File: config.mk
export PLATFORM = sky130hd
export DESIGN_NAME = fuzzy_dim_reducer
export DESIGN_NICKNAME = d
export VERILOG_FILES = /design/src/rtl/fuzzy_pkg.sv /design/src/rtl/fuzzy_cut_pair.sv /design/src/rtl/fuzzy_dim_reducer.sv
export SDC_FILE = /design/constraint.sdc
export NUM_CORES = 1
export LEC_CHECK = 0
export BUFFER_PORTS_ARGS = -buffer_cell sky130_fd_sc_hd__buf_2
export CAP_MARGIN = 20
export CORE_ASPECT_RATIO = 1.25
export CORE_UTILIZATION = 62
export DETAILED_ROUTE_END_ITERATION = 10
export HOLD_SLACK_MARGIN = 0.06
export MAX_ROUTING_LAYER = met4
export PLACE_DENSITY = 0.95
export SKIP_CTS_REPAIR_TIMING = 1
export SLEW_MARGIN = 20
export SYNTH_ARGS = -nofsm -noshare
export SYNTH_HDL_FRONTEND = slang
export SYNTH_HIERARCHICAL = 1
export SYNTH_SLANG_ARGS = --single-unit
File: constraint.sdc
create_clock -name clk -period 11.6 [get_ports clk]
set_clock_uncertainty 0.05 [all_clocks]
set_input_delay 1.16 -clock clk [delete_from_list [all_inputs] [get_ports clk]]
set_output_delay 1.16 -clock clk [all_outputs]
set_load 0.01 [all_outputs]
File: src/rtl/fuzzy_pkg.sv
// ---------------------------------------------------------------------------
// fuzzy_pkg: shared flag constants, reducer state type and flag-combine rule
// Revision: 1.0
// ---------------------------------------------------------------------------
`default_nettype none

package fuzzy_pkg;

  localparam int FLAG_NEG  = 0;
  localparam int FLAG_ZERO = 1;
  localparam int FLAG_POS  = 2;

  localparam logic [3:0] FLAG_CONFLICT = 4'b0010;

  typedef enum logic [1:0] {
    ST_IDLE = 2'd0,
    ST_FOLD = 2'd1,
    ST_DONE = 2'd2
  } state_e;

  // Opposite-sign regions cancel into the zero region; otherwise regions merge.
  function automatic logic [3:0] flag_combine(input logic [3:0] a, input logic [3:0] b);
    logic conflict;
    conflict = (a[FLAG_NEG] & b[FLAG_POS]) | (a[FLAG_POS] & b[FLAG_NEG]);
    return conflict ? FLAG_CONFLICT : (a | b);
  endfunction

endpackage

`default_nettype wire

File: src/rtl/fuzzy_cut_pair.sv
// ---------------------------------------------------------------------------
// fuzzy_cut_pair: combinational min-then-clip of two memberships plus flag merge
// Revision: 1.0
// ---------------------------------------------------------------------------
`default_nettype none

module fuzzy_cut_pair
  import fuzzy_pkg::*;
#(
  parameter int WIDTH = 10
) (
  input  logic [WIDTH-1:0] a_i,
  input  logic [WIDTH-1:0] b_i,
  input  logic [WIDTH-1:0] cut_line_i,
  input  logic [3:0]       flag_a_i,
  input  logic [3:0]       flag_b_i,
  output logic [WIDTH-1:0] dim_o,
  output logic [3:0]       flag_o
);

  logic [WIDTH-1:0] min_d;

  always_comb begin
    min_d  = (a_i < b_i) ? a_i : b_i;
    dim_o  = (min_d > cut_line_i) ? cut_line_i : min_d;
    flag_o = flag_combine(flag_a_i, flag_b_i);
  end

endmodule

`default_nettype wire

File: src/rtl/fuzzy_dim_reducer.sv
// ---------------------------------------------------------------------------
// fuzzy_dim_reducer: folds NUM_DIMS membership/flag pairs, one per cycle, into
// one cut-limited, scaled membership and a combined flag. Revision: 1.0
// ---------------------------------------------------------------------------
`default_nettype none

module fuzzy_dim_reducer
  import fuzzy_pkg::*;
#(
  parameter int WIDTH    = 10,
  parameter int NUM_DIMS = 4,
  parameter int OFFSET   = 0
) (
  input  logic                      clk,
  input  logic                      rst_n,
  input  logic                      in_valid_i,
  output logic                      in_ready_o,
  input  logic [WIDTH-1:0]          cut_line_i,
  input  logic [NUM_DIMS-1:0]       dim_mask_i,
  input  logic [4*NUM_DIMS-1:0]     dim_flags_i,
  input  logic [WIDTH*NUM_DIMS-1:0] dims_i,
  output logic                      out_valid_o,
  input  logic                      out_ready_i,
  output logic [3:0]                out_flag_o,
  output logic [WIDTH-1:0]          out_dim_o
);

  localparam int              IDX_W    = $clog2(NUM_DIMS);
  localparam logic [IDX_W-1:0] LAST_IDX = IDX_W'(NUM_DIMS - 1);
  localparam int              SHR      = -OFFSET;

  state_e                    state_q;
  logic [IDX_W-1:0]          idx_q;
  logic [WIDTH-1:0]          acc_q;
  logic [3:0]                accflag_q;
  logic [WIDTH-1:0]          cut_q;
  logic [NUM_DIMS-1:0]       mask_q;
  logic [4*NUM_DIMS-1:0]     flags_q;
  logic [WIDTH*NUM_DIMS-1:0] dims_q;
  logic                      in_ready_q;
  logic                      out_valid_q;
  logic [3:0]                out_flag_q;
  logic [WIDTH-1:0]          out_dim_q;

  logic [WIDTH-1:0] sel_dim_d;
  logic [3:0]       sel_flag_d;
  logic             sel_mask_d;
  logic [WIDTH-1:0] pair_dim_d;
  logic [3:0]       pair_flag_d;
  logic [WIDTH-1:0] fold_acc_d;
  logic [3:0]       fold_flag_d;
  logic [WIDTH-1:0] scaled_d;
  logic [WIDTH-1:0] result_d;
  logic [WIDTH-1:0] first_clip_d;

  always_comb begin
    sel_dim_d  = '0;
    sel_flag_d = '0;
    sel_mask_d = 1'b0;
    for (int i = 0; i < NUM_DIMS; i++) begin
      if (idx_q == IDX_W'(i)) begin
        sel_dim_d  = dims_q[WIDTH*i +: WIDTH];
        sel_flag_d = flags_q[4*i +: 4];
        sel_mask_d = mask_q[i];
      end
    end
  end

  fuzzy_cut_pair #(
    .WIDTH (WIDTH)
  ) u_pair (
    .a_i        (acc_q),
    .b_i        (sel_dim_d),
    .cut_line_i (cut_q),
    .flag_a_i   (accflag_q),
    .flag_b_i   (sel_flag_d),
    .dim_o      (pair_dim_d),
    .flag_o     (pair_flag_d)
  );

  // Masked-off dimensions still take their cycle so latency stays fixed.
  assign fold_acc_d   = sel_mask_d ? pair_dim_d  : acc_q;
  assign fold_flag_d  = sel_mask_d ? pair_flag_d : accflag_q;
  assign first_clip_d = (dims_i[WIDTH-1:0] > cut_line_i) ? cut_line_i : dims_i[WIDTH-1:0];

  generate
    if (OFFSET >= WIDTH) begin : g_shl_all
      assign scaled_d = (|fold_acc_d) ? {WIDTH{1'b1}} : {WIDTH{1'b0}};
    end else if (OFFSET > 0) begin : g_shl
      assign scaled_d = (|fold_acc_d[WIDTH-1 -: OFFSET]) ? {WIDTH{1'b1}}
                                                        : (fold_acc_d << OFFSET);
    end else if (SHR >= WIDTH) begin : g_shr_all
      assign scaled_d = {WIDTH{1'b0}};
    end else if (SHR > 0) begin : g_shr
      assign scaled_d = fold_acc_d >> SHR;
    end else begin : g_none
      assign scaled_d = fold_acc_d;
    end
  endgenerate

  assign result_d = fold_flag_d[FLAG_ZERO] ? fold_acc_d : scaled_d;

  always_ff @(posedge clk or negedge rst_n) begin
    if (!rst_n) begin
      state_q     <= ST_IDLE;
      idx_q       <= '0;
      acc_q       <= '0;
      accflag_q   <= '0;
      cut_q       <= '0;
      mask_q      <= '0;
      flags_q     <= '0;
      dims_q      <= '0;
      in_ready_q  <= 1'b1;
      out_valid_q <= 1'b0;
      out_flag_q  <= '0;
      out_dim_q   <= '0;
    end else begin
      case (state_q)
        ST_IDLE: begin
          if (in_valid_i) begin
            dims_q     <= dims_i;
            flags_q    <= dim_flags_i;
            mask_q     <= dim_mask_i;
            cut_q      <= cut_line_i;
            acc_q      <= first_clip_d;
            accflag_q  <= dim_flags_i[3:0];
            idx_q      <= IDX_W'(1);
            in_ready_q <= 1'b0;
            state_q    <= ST_FOLD;
          end
        end
        ST_FOLD: begin
          acc_q     <= fold_acc_d;
          accflag_q <= fold_flag_d;
          idx_q     <= idx_q + 1'b1;
          if (idx_q == LAST_IDX) begin
            out_dim_q   <= result_d;
            out_flag_q  <= fold_flag_d;
            out_valid_q <= 1'b1;
            state_q     <= ST_DONE;
          end
        end
        ST_DONE: begin
          if (out_ready_i) begin
            out_valid_q <= 1'b0;
            in_ready_q  <= 1'b1;
            state_q     <= ST_IDLE;
          end
        end
        default: begin
          in_ready_q  <= 1'b1;
          out_valid_q <= 1'b0;
          state_q     <= ST_IDLE;
        end
      endcase
    end
  end

  assign in_ready_o  = in_ready_q;
  assign out_valid_o = out_valid_q;
  assign out_flag_o  = out_flag_q;
  assign out_dim_o   = out_dim_q;

endmodule

`default_nettype wire

==> impl_table.tex <==
\begin{tabular}{lr}
\hline
Metric & Value \\
\hline
\multicolumn{2}{l}{\textbf{Status}} \\
Outcome & completed \\
\multicolumn{2}{l}{\textbf{Yosys}} \\
Async S/R FF share, synth & 100.0\% \\
Share of the synthesized area in the top cell type & 43.70\% \\
Largest area contributor in the synthesized netlist & sky130\_fd\_sc\_hd\_\_dfrtp\_1 \\
Synth unique cells & 47 \\
Count of flip-flops with a built-in enable after synthesis & 0 \\
Mean instance size in the synthesized netlist & 8.378 sq um \\
Count of mapped cells out of synthesis & 704 \\
Mapped cell area & 5898 sq um \\
Most used flip-flop cell after synthesis & sky130\_fd\_sc\_hd\_\_dfrtp\_1 \\
Leading cell types by total area after synthesis & sky130\_fd\_sc\_hd\_\_dfrtp\_1 (44\%), sky130\_fd\_sc\_hd\_\_nand2\_1 (16\%), sky130\_fd\_sc\_hd\_\_ha\_1 (7.0\%) \\
Total number of yosys warnings & 6 \\
Portion of the post-synthesis area used by sequential elements & 44.15\% \\
Number of nets in the synthesized netlist & 811 \\
Number of flip-flops and latches in the synthesized netlist & 104 \\
\multicolumn{2}{l}{\textbf{CTS}} \\
TritonCTS clock tree & built \\
Clock latency reported for the late side of the worst-skew pair & 0.35 ns \\
Root Buffer Master & sky130\_fd\_sc\_hd\_\_clkbuf\_16 \\
Clock buffer count from CTS & 9 \\
Clock sink count & 104 \\
H-tree Lvls & 3 \\
Clock transition at path regs & 0.08 ns \\
Clock tree buffer depth & 2 \\
\multicolumn{2}{l}{\textbf{Final layout}} \\
Filler Cells Inserted & 692 \\
Final standard cell area without fillers & 6650 sq um \\
Sequential cell area & 2604 sq um \\
Share of post-route cells with drive strength above 1 & 15.89\% \\
P\&R area growth vs syn & 12.75\% \\
Final Non-Filler Cells & 897 \\
Area of the multi-input gates & 2959 sq um \\
ANT cells & 0 \\
Layout Nets & 876 \\
\multicolumn{2}{l}{\textbf{Route}} \\
Detailed-route wire length per cell & 17.43 um \\
Detailed Routing Iterations Pass 1 & 5 \\
Final antenna-violating net count & 0 \\
Number of vias per cell after detailed routing & 5.945 \\
Violation count after the first detailed-route iteration & 430 \\
Routed wire length & 15640 um \\
Drc violations & 0 \\
Routed vias & 5333 \\
\multicolumn{2}{l}{\textbf{Worst setup path}} \\
Worst setup slack for register-to-register paths & 5.82 ns \\
Worst EP arrival & 5.98 ns \\
Startpoint type of the worst setup path & flop \\
Required time at the endpoint of the critical path & 11.79 ns \\
Worst Setup End Kind & flop \\
Setup Crit Path Kind & reg -> reg \\
Crit Path Max Fanout & 29 \\
\multicolumn{2}{l}{\textbf{Timing}} \\
Total negative slack for setup checks & 0 ns \\
Number of max-slew violations in the final report & 0 \\
Hold Vio Cnt, Final & 0 \\
RSZ-0062 raised after global routing & false \\
Final critical-path required period & 5.785 ns \\
Worst-case headroom to the max-slew limit & 23.32\% \\
Fraction of the cycle the final worst path needs & 49.87\% \\
Transition time of the tightest slew-check pin & 1.150 ns \\
Top achievable clock speed & 172.9 MHz \\
\# setup viols final & 0 \\
\multicolumn{2}{l}{\textbf{Floorplan}} \\
Die outline height & 111.1 um \\
Area inside the core boundary & 9174 sq um \\
Std-Cell Rows & 39 \\
Chip width & 89.24 um \\
Die Footprint & 9910 sq um \\
Effective utilization at floorplan & 64.29\% \\
IO Count & 90 \\
\multicolumn{2}{l}{\textbf{Placement}} \\
Number of placed instances, taps included & 881 \\
IO Port Bufs & 89 \\
HPWL after detailed placement & 11540 um \\
Placed inst area & 6345 sq um \\
Placer's final routability congestion estimate & 1.040 \\
\multicolumn{2}{l}{\textbf{Global routing}} \\
Pin count of the biggest net entering global routing & 79 \\
Antenna violations before repair & 0 \\
Overflow left after global routing & 0 \\
Number of global-route vias before repair & 5200 \\
Total routing resource utilization after global routing & 35.40\% \\
First-pass GRT wire length & 25630 um \\
\multicolumn{2}{l}{\textbf{Min path}} \\
Path class of the lowest-slack min-delay path & reg -> reg \\
\multicolumn{2}{l}{\textbf{Job}} \\
Max-cap violations & 0 \\
\hline
\end{tabular}
path summary, 6_finish.rpt:
path                                     end  cells past startpoint          from
max in group asynchronous         dims_q[37]                      2         rst_n
min in group asynchronous           cut_q[3]                      1         rst_n
worst min register to register  out_dim_o[5]                      2  out_dim_o[5]
worst max register to register      acc_q[6]                     22      idx_q[1]
worst min-delay path            out_dim_o[5]                      2  out_dim_o[5]
worst max-delay path                acc_q[6]                     22      idx_q[1]
routing by layer:
metal  share of wire [%]  global-route usage [%]
met5                   0                       -
met4                 4.6                   17.88
met3                 5.8                   5.808
met2                  50                   55.42
met1                  39                   43.92
Yosys cell counts, types with 3 or more instances:
library cell,count
sky130_fd_sc_hd__o21ai_0,40
sky130_fd_sc_hd__buf_4,3
sky130_fd_sc_hd__buf_2,7
sky130_fd_sc_hd__o21ai_1,11
sky130_fd_sc_hd__ha_1,33
sky130_fd_sc_hd__a31oi_1,10
sky130_fd_sc_hd__nand2_1,250
sky130_fd_sc_hd__and2_1,5
sky130_fd_sc_hd__nor2_1,10
sky130_fd_sc_hd__clkbuf_1,21
sky130_fd_sc_hd__a211oi_1,12
sky130_fd_sc_hd__a22oi_1,3
sky130_fd_sc_hd__nand2b_1,7
sky130_fd_sc_hd__mux2i_1,25
sky130_fd_sc_hd__nand4_1,3
sky130_fd_sc_hd__dfrtp_1,103
sky130_fd_sc_hd__o21a_1,3
sky130_fd_sc_hd__inv_1,42
sky130_fd_sc_hd__nand3b_1,13
sky130_fd_sc_hd__a221o_1,13
sky130_fd_sc_hd__buf_6,3
sky130_fd_sc_hd__nand3_1,14
sky130_fd_sc_hd__a21oi_1,35
sky130_fd_sc_hd__a21o_1,8
sky130_fd_sc_hd__buf_1,4
sequential cells by signal, indices dropped and copies added, names as in the netlist:
name / count
dims_q: 40
cut_q: 10
mask_q: 4
in_ready_o: 1
accflag_q: 4
idx_q: 2
out_flag_o: 4
acc_q: 10
out_valid_o: 1
state_q: 2
out_dim_o: 10
flags_q: 16
cell type report:
class	instances	area share, %
Timing Repair Buffer	92	7.074
Multi-Input combinational cell	520	44.50
Clock inverter	7	1.204
Sequential cell	104	39.15
Tap cell	123	2.314
Inverter	42	2.371
Clock buffer	9	3.387
layout by cell type (no fill, tap or decap), drive strengths merged, types with 5 or more instances in the layout:
master  netlist  layout
dfrtp       103     103
nor2         10      10
a211oi       14      14
buf          17      92
a21o          8       8
nand3        14      14
inv          42      43
clkbuf       21       9
nand2b        7       7
and2          5       5
nand3b       13      13
mux2i        25      25
a221o        13      13
a21oi        37      37
a31oi        11      11
ha           33      33
nand2       250     250
o21ai        52      52
critical path, cell delays in order (launching register included):
cell and delay (ns):
sky130_fd_sc_hd__dfrtp_1 0.41, sky130_fd_sc_hd__inv_1 0.09, sky130_fd_sc_hd__ha_1 0.69, sky130_fd_sc_hd__nand2_1 0.14, sky130_fd_sc_hd__a21oi_1 0.16, sky130_fd_sc_hd__a21oi_1 0.06, sky130_fd_sc_hd__o21ai_0 0.33, sky130_fd_sc_hd__inv_1 0.08
sky130_fd_sc_hd__ha_1 0.28, sky130_fd_sc_hd__nand2_1 0.07, sky130_fd_sc_hd__nor2_1 0.26, sky130_fd_sc_hd__and3_1 0.45, sky130_fd_sc_hd__o21ai_1 0.19, sky130_fd_sc_hd__nand2_1 0.11, sky130_fd_sc_hd__ha_1 0.25, sky130_fd_sc_hd__a21o_1 0.16
sky130_fd_sc_hd__a21o_1 0.18, sky130_fd_sc_hd__a221oi_2 0.64, sky130_fd_sc_hd__a21o_1 0.39, sky130_fd_sc_hd__a31oi_1 0.20, sky130_fd_sc_hd__inv_1 0.10, sky130_fd_sc_hd__mux2i_1 0.08, sky130_fd_sc_hd__a221o_1 0.29
per-stage QoR:
| stage | hold slack, ns | setup WS [ns] | util (%) |
|---|---|---|---|
| floorplan | 0.3869 | 7.179 | - |
| global placement | 0.4085 | 6.252 | 69.16 |
| detailed placement | 0.4141 | 6.047 | 69.16 |
| CTS | 0.4316 | 5.967 | 72.49 |
| global route | 0.4492 | 5.313 | 72.49 |
| finish | 0.4268 | 5.815 | 72.49 |
cell families after synthesis:
family,share of synthesized area (%)
flops,44.15
buf+inv,5.812
fa+ha+maj,7.000
mux,4.243
simple gates,22.27
compound gates,16.53
Power is not shown: default switching activity piles up to over one toggle a cycle in this logic, so the estimate is an artifact.
